$ cat config.mk
export PLATFORM = sky130hd
export DESIGN_NAME = str_sender
export DESIGN_NICKNAME = d
export VERILOG_FILES = /design/src/rtl/str_sender.sv
export SDC_FILE = /design/constraint.sdc
export NUM_CORES = 1
export LEC_CHECK = 0
export CORE_ASPECT_RATIO = 0.9
export CORE_UTILIZATION = 45
export CTS_BUF_LIST = sky130_fd_sc_hd__clkbuf_8
export CTS_CLUSTER_DIAMETER = 120
export DETAILED_ROUTE_END_ITERATION = 10
export GPL_ROUTABILITY_DRIVEN = 0
export GPL_TIMING_DRIVEN = 0
export PLACE_DENSITY = 0.72
export SYNTH_ARGS = -nofsm -noshare
export SYNTH_HDL_FRONTEND = slang
export SYNTH_SLANG_ARGS = --single-unit
$ cat constraint.sdc
create_clock -name clk115 -period 2.9 [get_ports clk115]
set_clock_uncertainty 0.15 [all_clocks]
set_input_delay 0.435 -clock clk115 [delete_from_list [all_inputs] [get_ports clk115]]
set_output_delay 0.435 -clock clk115 [all_outputs]
set_load 0.02 [all_outputs]
$ cat src/rtl/str_sender.sv
// Repeats a fixed byte string to a byte-wide transmitter, one sbyte_rdy/end_of_send
// handshake per byte, for a programmable number of passes.
module str_sender #(
    parameter int                 MSG_LEN   = 16,
    parameter logic [8*MSG_LEN-1:0] MESSAGE = {8'h00, "*", 8'h0a, 8'h0d, "!dlroW olleH"},
    parameter bit                 TERM_EN   = 1'b1,
    parameter logic [7:0]         TERM_CHAR = 8'h2A,
    parameter bit                 TERM_SEND = 1'b1,
    parameter int                 GAP       = 0,
    parameter int                 CNT_W     = 8
) (
    input  logic                       clk115,
    input  logic                       rst,
    input  logic                       start,
    input  logic [CNT_W-1:0]           passes,
    input  logic                       abort,
    input  logic                       end_of_send,
    output logic [7:0]                 sbyte,
    output logic                       sbyte_rdy,
    output logic                       busy,
    output logic                       done,
    output logic [$clog2(MSG_LEN):0]   char_idx,
    output logic [CNT_W-1:0]           pass_cnt
);

    localparam int IDX_W = $clog2(MSG_LEN) + 1;
    localparam int GAP_W = (GAP > 1) ? $clog2(GAP) : 1;
    localparam logic [GAP_W-1:0] GAP_LAST = GAP_W'((GAP > 0) ? GAP - 1 : 0);

    typedef enum logic [2:0] {S_IDLE, S_LOAD, S_SEND, S_WAIT, S_GAP, S_DRAIN} state_t;
    localparam state_t AFTER_BYTE = (GAP > 0) ? S_GAP : S_LOAD;

    state_t           state;
    logic [CNT_W-1:0] passes_lat;
    logic [GAP_W-1:0] gap_cnt;
    logic [7:0]       msg_byte;
    logic             load_term;
    logic             byte_last;
    logic             more_passes;
    logic             pass_end;

    always_comb begin
        msg_byte = 8'h00;
        for (int k = 0; k < MSG_LEN; k++) begin
            if (char_idx == IDX_W'(k)) msg_byte = MESSAGE[8*k +: 8];
        end
    end

    // A suppressed terminator ends the pass straight from LOAD; otherwise the
    // sent byte (held on sbyte) decides whether WAIT closes the pass.
    assign load_term   = TERM_EN && !TERM_SEND && (msg_byte == TERM_CHAR);
    assign byte_last   = (char_idx == IDX_W'(MSG_LEN - 1)) || (TERM_EN && (sbyte == TERM_CHAR));
    assign more_passes = ({1'b0, pass_cnt} + 1'b1) < {1'b0, passes_lat};
    assign pass_end    = !abort && (((state == S_LOAD) && load_term) ||
                                    ((state == S_WAIT) && end_of_send && byte_last));
    assign busy        = (state != S_IDLE);

    always_ff @(posedge clk115 or posedge rst) begin
        if (rst) begin
            state      <= S_IDLE;
            sbyte      <= 8'h00;
            sbyte_rdy  <= 1'b0;
            done       <= 1'b0;
            char_idx   <= '0;
            pass_cnt   <= '0;
            passes_lat <= '0;
            gap_cnt    <= '0;
        end else begin
            // NOTE: pulses default low each cycle; a branch below may raise them for one clock.
            sbyte_rdy <= 1'b0;
            done      <= 1'b0;
            if (state != S_GAP) gap_cnt <= '0;

            case (state)
                S_IDLE: begin
                    if (start && !abort) begin
                        passes_lat <= (passes == '0) ? CNT_W'(1) : passes;
                        char_idx   <= '0;
                        pass_cnt   <= '0;
                        state      <= S_LOAD;
                    end
                end
                S_LOAD: begin
                    if (abort) begin
                        state <= S_IDLE;
                    end else if (!load_term) begin
                        sbyte     <= msg_byte;
                        sbyte_rdy <= 1'b1;
                        state     <= S_SEND;
                    end
                end
                S_SEND: state <= abort ? S_DRAIN : S_WAIT;
                S_WAIT: begin
                    if (end_of_send) begin
                        if (abort) begin
                            state <= S_IDLE;
                        end else if (!byte_last) begin
                            char_idx <= char_idx + 1'b1;
                            state    <= AFTER_BYTE;
                        end
                    end else if (abort) begin
                        state <= S_DRAIN;
                    end
                end
                S_GAP: begin
                    if (abort)                    state <= S_IDLE;
                    else if (gap_cnt == GAP_LAST) state <= S_LOAD;
                    else                          gap_cnt <= gap_cnt + 1'b1;
                end
                S_DRAIN: if (end_of_send) state <= S_IDLE;
                default: state <= S_IDLE;
            endcase

            if (pass_end) begin
                if (more_passes) begin
                    pass_cnt <= pass_cnt + 1'b1;
                    char_idx <= '0;
                    state    <= AFTER_BYTE;
                end else begin
                    state <= S_IDLE;
                    done  <= 1'b1;
                end
            end
        end
    end

endmodule

==> run summary <==
DIE
-------------------------------------------------------------------------------------------
Number of placed I/O pins                                                                37
Die Area                                                                           5332 µm²
# rows                                                                                   24
Initial standard-cell utilization of the core                                        0.4695
Horizontal die dimension                                                           76.86 µm
Core outline area                                                                  4835 µm²
Vertical die dimension                                                             69.38 µm

STA
-------------------------------------------------------------------------------------------
Final period utilization                                                             0.9649
Endpoints failing hold                                                                    0
Maximum frequency from static timing analysis                                     357.4 MHz
Slew at the pin closest to its max-slew limit                                     0.5073 ns
Worst hold slack                                                                  0.2616 ns
Final number of max-transition violations                                                 0
Max_slew headroom                                                                    0.6618
Total setup violations reported at the end of the flow                                    0
Period minus WS final                                                              2.798 ns
Final worst setup slack                                                           0.1019 ns
Total negative slack for setup checks                                                  0 ns

WORST SETUP PATH
-------------------------------------------------------------------------------------------
Arrival time of data at the critical path endpoint                                  2.81 ns
Crit path max-delay family                                                     simple AND/OR/NAND/NOR gates
Worst reg2reg endpoint                                                          pass_cnt[3]
Cell-by-cell trace of the critical path                                        and2_4 > nand4_1 > or2_2 > nand2_1 > ha_1 > o21a_1 > o221ai_1 > o211ai_1 > nor2_4 > buf_8 > mux2_4
Reg2reg start                                                                   pass_cnt[2]
Type of element capturing the critical path                                       flip-flop
Kind of launch point of the worst setup path                                      flip-flop
R2R cell count                                                                           11
Critical-path top delay cell                                                   sky130_fd_sc_hd__dfrtp_1
R2R setup slack                                                                     0.10 ns
Largest fanout on the critical path                                                       5
Critical Path Max Stage Delay                                                       0.38 ns
Critical path data required time                                                    2.91 ns
Number of buffer and inverter instances along the worst setup path                        1
Type of the worst setup path                                                   flip-flop to flip-flop

FINAL LAYOUT
-------------------------------------------------------------------------------------------
Non-filler cells in the finished layout                                                 363
Area used by sequential logic in the layout                                       853.3 µm²
Number of nets at the end of the flow                                                   323
Synth-to-Final Area Change                                                           27.78%
Ratio of cells with drive above 1 in the final layout                                0.1779
Diode insertion count for antenna repair                                                  0
Filler cell count in the final layout                                                   418
Footprint of the multi-input gates                                                 1269 µm²

RUN STATUS
-------------------------------------------------------------------------------------------
Result of the run                                                                 completed

SYNTH
-------------------------------------------------------------------------------------------
Syn. warnings                                                                             0
Most used flip-flop cell after synthesis                                       sky130_fd_sc_hd__dfrtp_1
Count of cell types in the netlist                                                       52
Number of synthesized register bits                                                      34
Synth Cell Area                                                                    2270 µm²
Number of standard cells after synthesis                                                247
EDFF count, synth                                                                         0
Synth async-reset ratio                                                               1.000
Sequential-to-total area share from yosys stat                                       0.3749
Mean cell area of the mapped netlist                                              9.189 µm²
Net count of the mapped netlist                                                         273

POWER AND IR DROP
-------------------------------------------------------------------------------------------
Sequential group share of total power                                                 0.357
Maximum resistive drop on vdd                                                      315.8 µV
Internal portion of total power                                                    1.179 mW
Total power divided by cell area                                               662.7 nW/µm²
Logic pwr share                                                                       0.457
Clock power frac                                                                      0.187
Total power of the final layout                                                    1.922 mW
Leakage power of the design                                                        1.288 nW
Switching power summed over all nets                                              0.7431 mW
Sw Share                                                                             0.3866

PLACEMENT
-------------------------------------------------------------------------------------------
Number of buffers inserted by port buffering                                             34
Detailed placer's ending HPWL                                                       3335 µm
Total placed cells including tap cells                                                  346
Pre-CTS worst setup slack                                                        -0.1374 ns

GRT
-------------------------------------------------------------------------------------------
Maximum number of pins on one net before global-route repair                             35
Total Routing Usage GR                                                               0.1901
Antenna violations before repair                                                          0
First-pass GRT wire length                                                          8176 µm
Number of global-route vias before repair                                             1,828
Remaining Overflow, GRT                                                                   0

DRT
-------------------------------------------------------------------------------------------
Antenna violation net count after detailed routing                                        0
Number of design-rule violations left by the first detailed-router iteration            139
DRC viols                                                                                 0
Vias/cell                                                                             5.355
Detailed Routing Iterations Pass 1                                                        4
Routed vias                                                                           1,944
Wire length per cell                                                               13.21 µm
Detailed Route WL                                                                   4795 µm

CLOCK TREE
-------------------------------------------------------------------------------------------
Number of clock sinks seen by CTS                                                        34
TritonCTS clock tree                                                                   done
Buffers from clock root to sink, at most                                                  2
Total number of H-tree levels                                                             2
Clock edge transition at the registers on the reported setup and hold paths         0.07 ns
Clock buffers created by TritonCTS                                                        5
Clock insertion delay at the later pin of the skew report                           0.28 ns
Clock Root Buffer                                                              sky130_fd_sc_hd__clkbuf_8

MIN PATH
-------------------------------------------------------------------------------------------
Min-Delay Path Class                                                           input port to asynchronous set/reset pin

JOB
-------------------------------------------------------------------------------------------
# Max-Cap Violations                                                                      0

-- worst register-to-register path: stages (launching register included) --
cell	delay, ns
sky130_fd_sc_hd__dfrtp_1	0.38
sky130_fd_sc_hd__and2_4	0.18
sky130_fd_sc_hd__nand4_1	0.16
sky130_fd_sc_hd__or2_2	0.33
sky130_fd_sc_hd__nand2_1	0.08
sky130_fd_sc_hd__ha_1	0.23
sky130_fd_sc_hd__o21a_1	0.19
sky130_fd_sc_hd__o221ai_1	0.18
sky130_fd_sc_hd__o211ai_1	0.22
sky130_fd_sc_hd__nor2_4	0.16
sky130_fd_sc_hd__buf_8	0.14
sky130_fd_sc_hd__mux2_4	0.29
-- metrics by stage --
step / instance area (µm²) / util
floorplan: 2272 / -
detailed placement: 2694 / 0.5572
CTS: 2825 / 0.5844
global route: 2900 / 0.5999
global placement: 2694 / 0.5572
finish: 2900 / 0.5999
-- cell families (layout without fill, tap and decap cells) --
kind of cell / after synthesis / after routing / share of synthesized area
adders and majority gates: 13 / 13 / 0.07167
xor gates and xnor gates: 4 / 4 / 0.01544
AOI/OAI and AO/OA: 58 / 58 / 0.1704
muxes: 17 / 17 / 0.08765
DFF: 34 / 34 / 0.3749
buffers and inverters: 33 / 84 / 0.07276
other: 1 / 1 / 0.001652
and+or+nand+nor: 87 / 87 / 0.2056
-- flip-flops by register name (all words and copies together), names as in the netlist --
register    flops
char_idx        5
done            1
gap_cnt         1
pass_cnt        8
passes_lat      8
sbyte           7
sbyte_rdy       1
state           3
-- cell type report --
type / count / share of cell area
plain buffers: 16 / 0.03494
clock buffers: 6 / 0.02847
clock inverters: 2 / 0.003020
inverters: 17 / 0.02200
multi-input cells: 180 / 0.4374
flip-flops and latches: 34 / 0.2942
well taps: 65 / 0.02804
repair buffers: 43 / 0.1519
-- layer usage --
metal / up-vias / share of wire / track usage
met2: 56 / 0.48 / 0.3105
li1: 970 / - / -
met4: 0 / 0.011 / 0.05983
met1: 911 / 0.46 / 0.2500
met3: 7 / 0.043 / 0.04211
met5: - / 0 / 0
-- cell usage after synthesis (3+ instances only) --
| cell | instances | area (µm²) |
|---|---|---|
| sky130_fd_sc_hd__nand4_1 | 3 | 18.77 |
| sky130_fd_sc_hd__ha_1 | 13 | 162.7 |
| sky130_fd_sc_hd__a21oi_1 | 15 | 75.07 |
| sky130_fd_sc_hd__inv_1 | 17 | 63.81 |
| sky130_fd_sc_hd__nand2_1 | 29 | 108.9 |
| sky130_fd_sc_hd__mux2_2 | 11 | 123.9 |
| sky130_fd_sc_hd__nor3_1 | 4 | 20.02 |
| sky130_fd_sc_hd__and3_1 | 3 | 18.77 |
| sky130_fd_sc_hd__o211ai_1 | 3 | 22.52 |
| sky130_fd_sc_hd__or2_2 | 4 | 25.02 |
| sky130_fd_sc_hd__nand3_1 | 3 | 15.01 |
| sky130_fd_sc_hd__o31ai_1 | 4 | 30.03 |
| sky130_fd_sc_hd__o21ai_0 | 16 | 80.08 |
| sky130_fd_sc_hd__or3_1 | 4 | 25.02 |
| sky130_fd_sc_hd__mux2_4 | 3 | 45.04 |
| sky130_fd_sc_hd__dfrtp_1 | 34 | 850.8 |
| sky130_fd_sc_hd__and2_1 | 6 | 37.54 |
| sky130_fd_sc_hd__nor2_1 | 17 | 63.81 |
| sky130_fd_sc_hd__clkbuf_1 | 10 | 37.54 |
| sky130_fd_sc_hd__a31oi_1 | 4 | 25.02 |
| sky130_fd_sc_hd__mux2i_1 | 3 | 30.03 |
-- placed cells by master, fill, tap and decap left out, types with 4 or more instances in the layout --
cell type                         Yosys  routed
sky130_fd_sc_hd__or3_1                4       4
sky130_fd_sc_hd__o21ai_0             16      16
sky130_fd_sc_hd__and2_1               6       5
sky130_fd_sc_hd__nor2_1              17      17
sky130_fd_sc_hd__mux2_2              11      11
sky130_fd_sc_hd__nand2_1             29      29
sky130_fd_sc_hd__inv_1               17      17
sky130_fd_sc_hd__clkdlybuf4s50_1      0      34
sky130_fd_sc_hd__or2_2                4       4
sky130_fd_sc_hd__clkbuf_8             1       7
sky130_fd_sc_hd__a31oi_1              4       4
sky130_fd_sc_hd__nor3_1               4       4
sky130_fd_sc_hd__clkbuf_1            10      10
sky130_fd_sc_hd__ha_1                13      12
sky130_fd_sc_hd__o31ai_1              4       4
sky130_fd_sc_hd__buf_4                2       9
sky130_fd_sc_hd__dfrtp_1             34      32
sky130_fd_sc_hd__a21oi_1             15      15
-- timing repair --
action / 4_1_cts / 5_1_grt
endpoints found under the hold margin: 0 / 0
buffers inserted: 5 / 3
gates resized for setup: 1 / 2
pin swaps: 2 / 3
hold buffers: 0 / 0
endpoints found under the setup margin: 6 / 9
cloned: 0 / 0
-- worst max-delay path by stage --
stage               depth (start not counted)  slack, ns           to   startpoint
global placement                           11      -0.14  pass_cnt[2]  pass_cnt[0]
CTS                                        11       0.01  pass_cnt[3]  pass_cnt[3]
global route                               11      -0.02  pass_cnt[2]  pass_cnt[0]
finish                                     11       0.10  pass_cnt[3]  pass_cnt[2]
detailed placement                         11      -0.14  pass_cnt[4]  pass_cnt[0]
floorplan                                  11       0.03  pass_cnt[2]  pass_cnt[2]
-- power groups by stage --
stage	sequential [mW]	combinational, mW	clock, mW
2_1_floorplan	0.732	0.569	0
3_3_place_gp	0.689	0.857	0
3_5_place_dp	0.696	0.867	0
4_1_cts	0.687	0.874	0.370
5_1_grt	0.705	0.991	0.385
6_report	0.686	0.878	0.359
(Power assumes the default switching activity.)
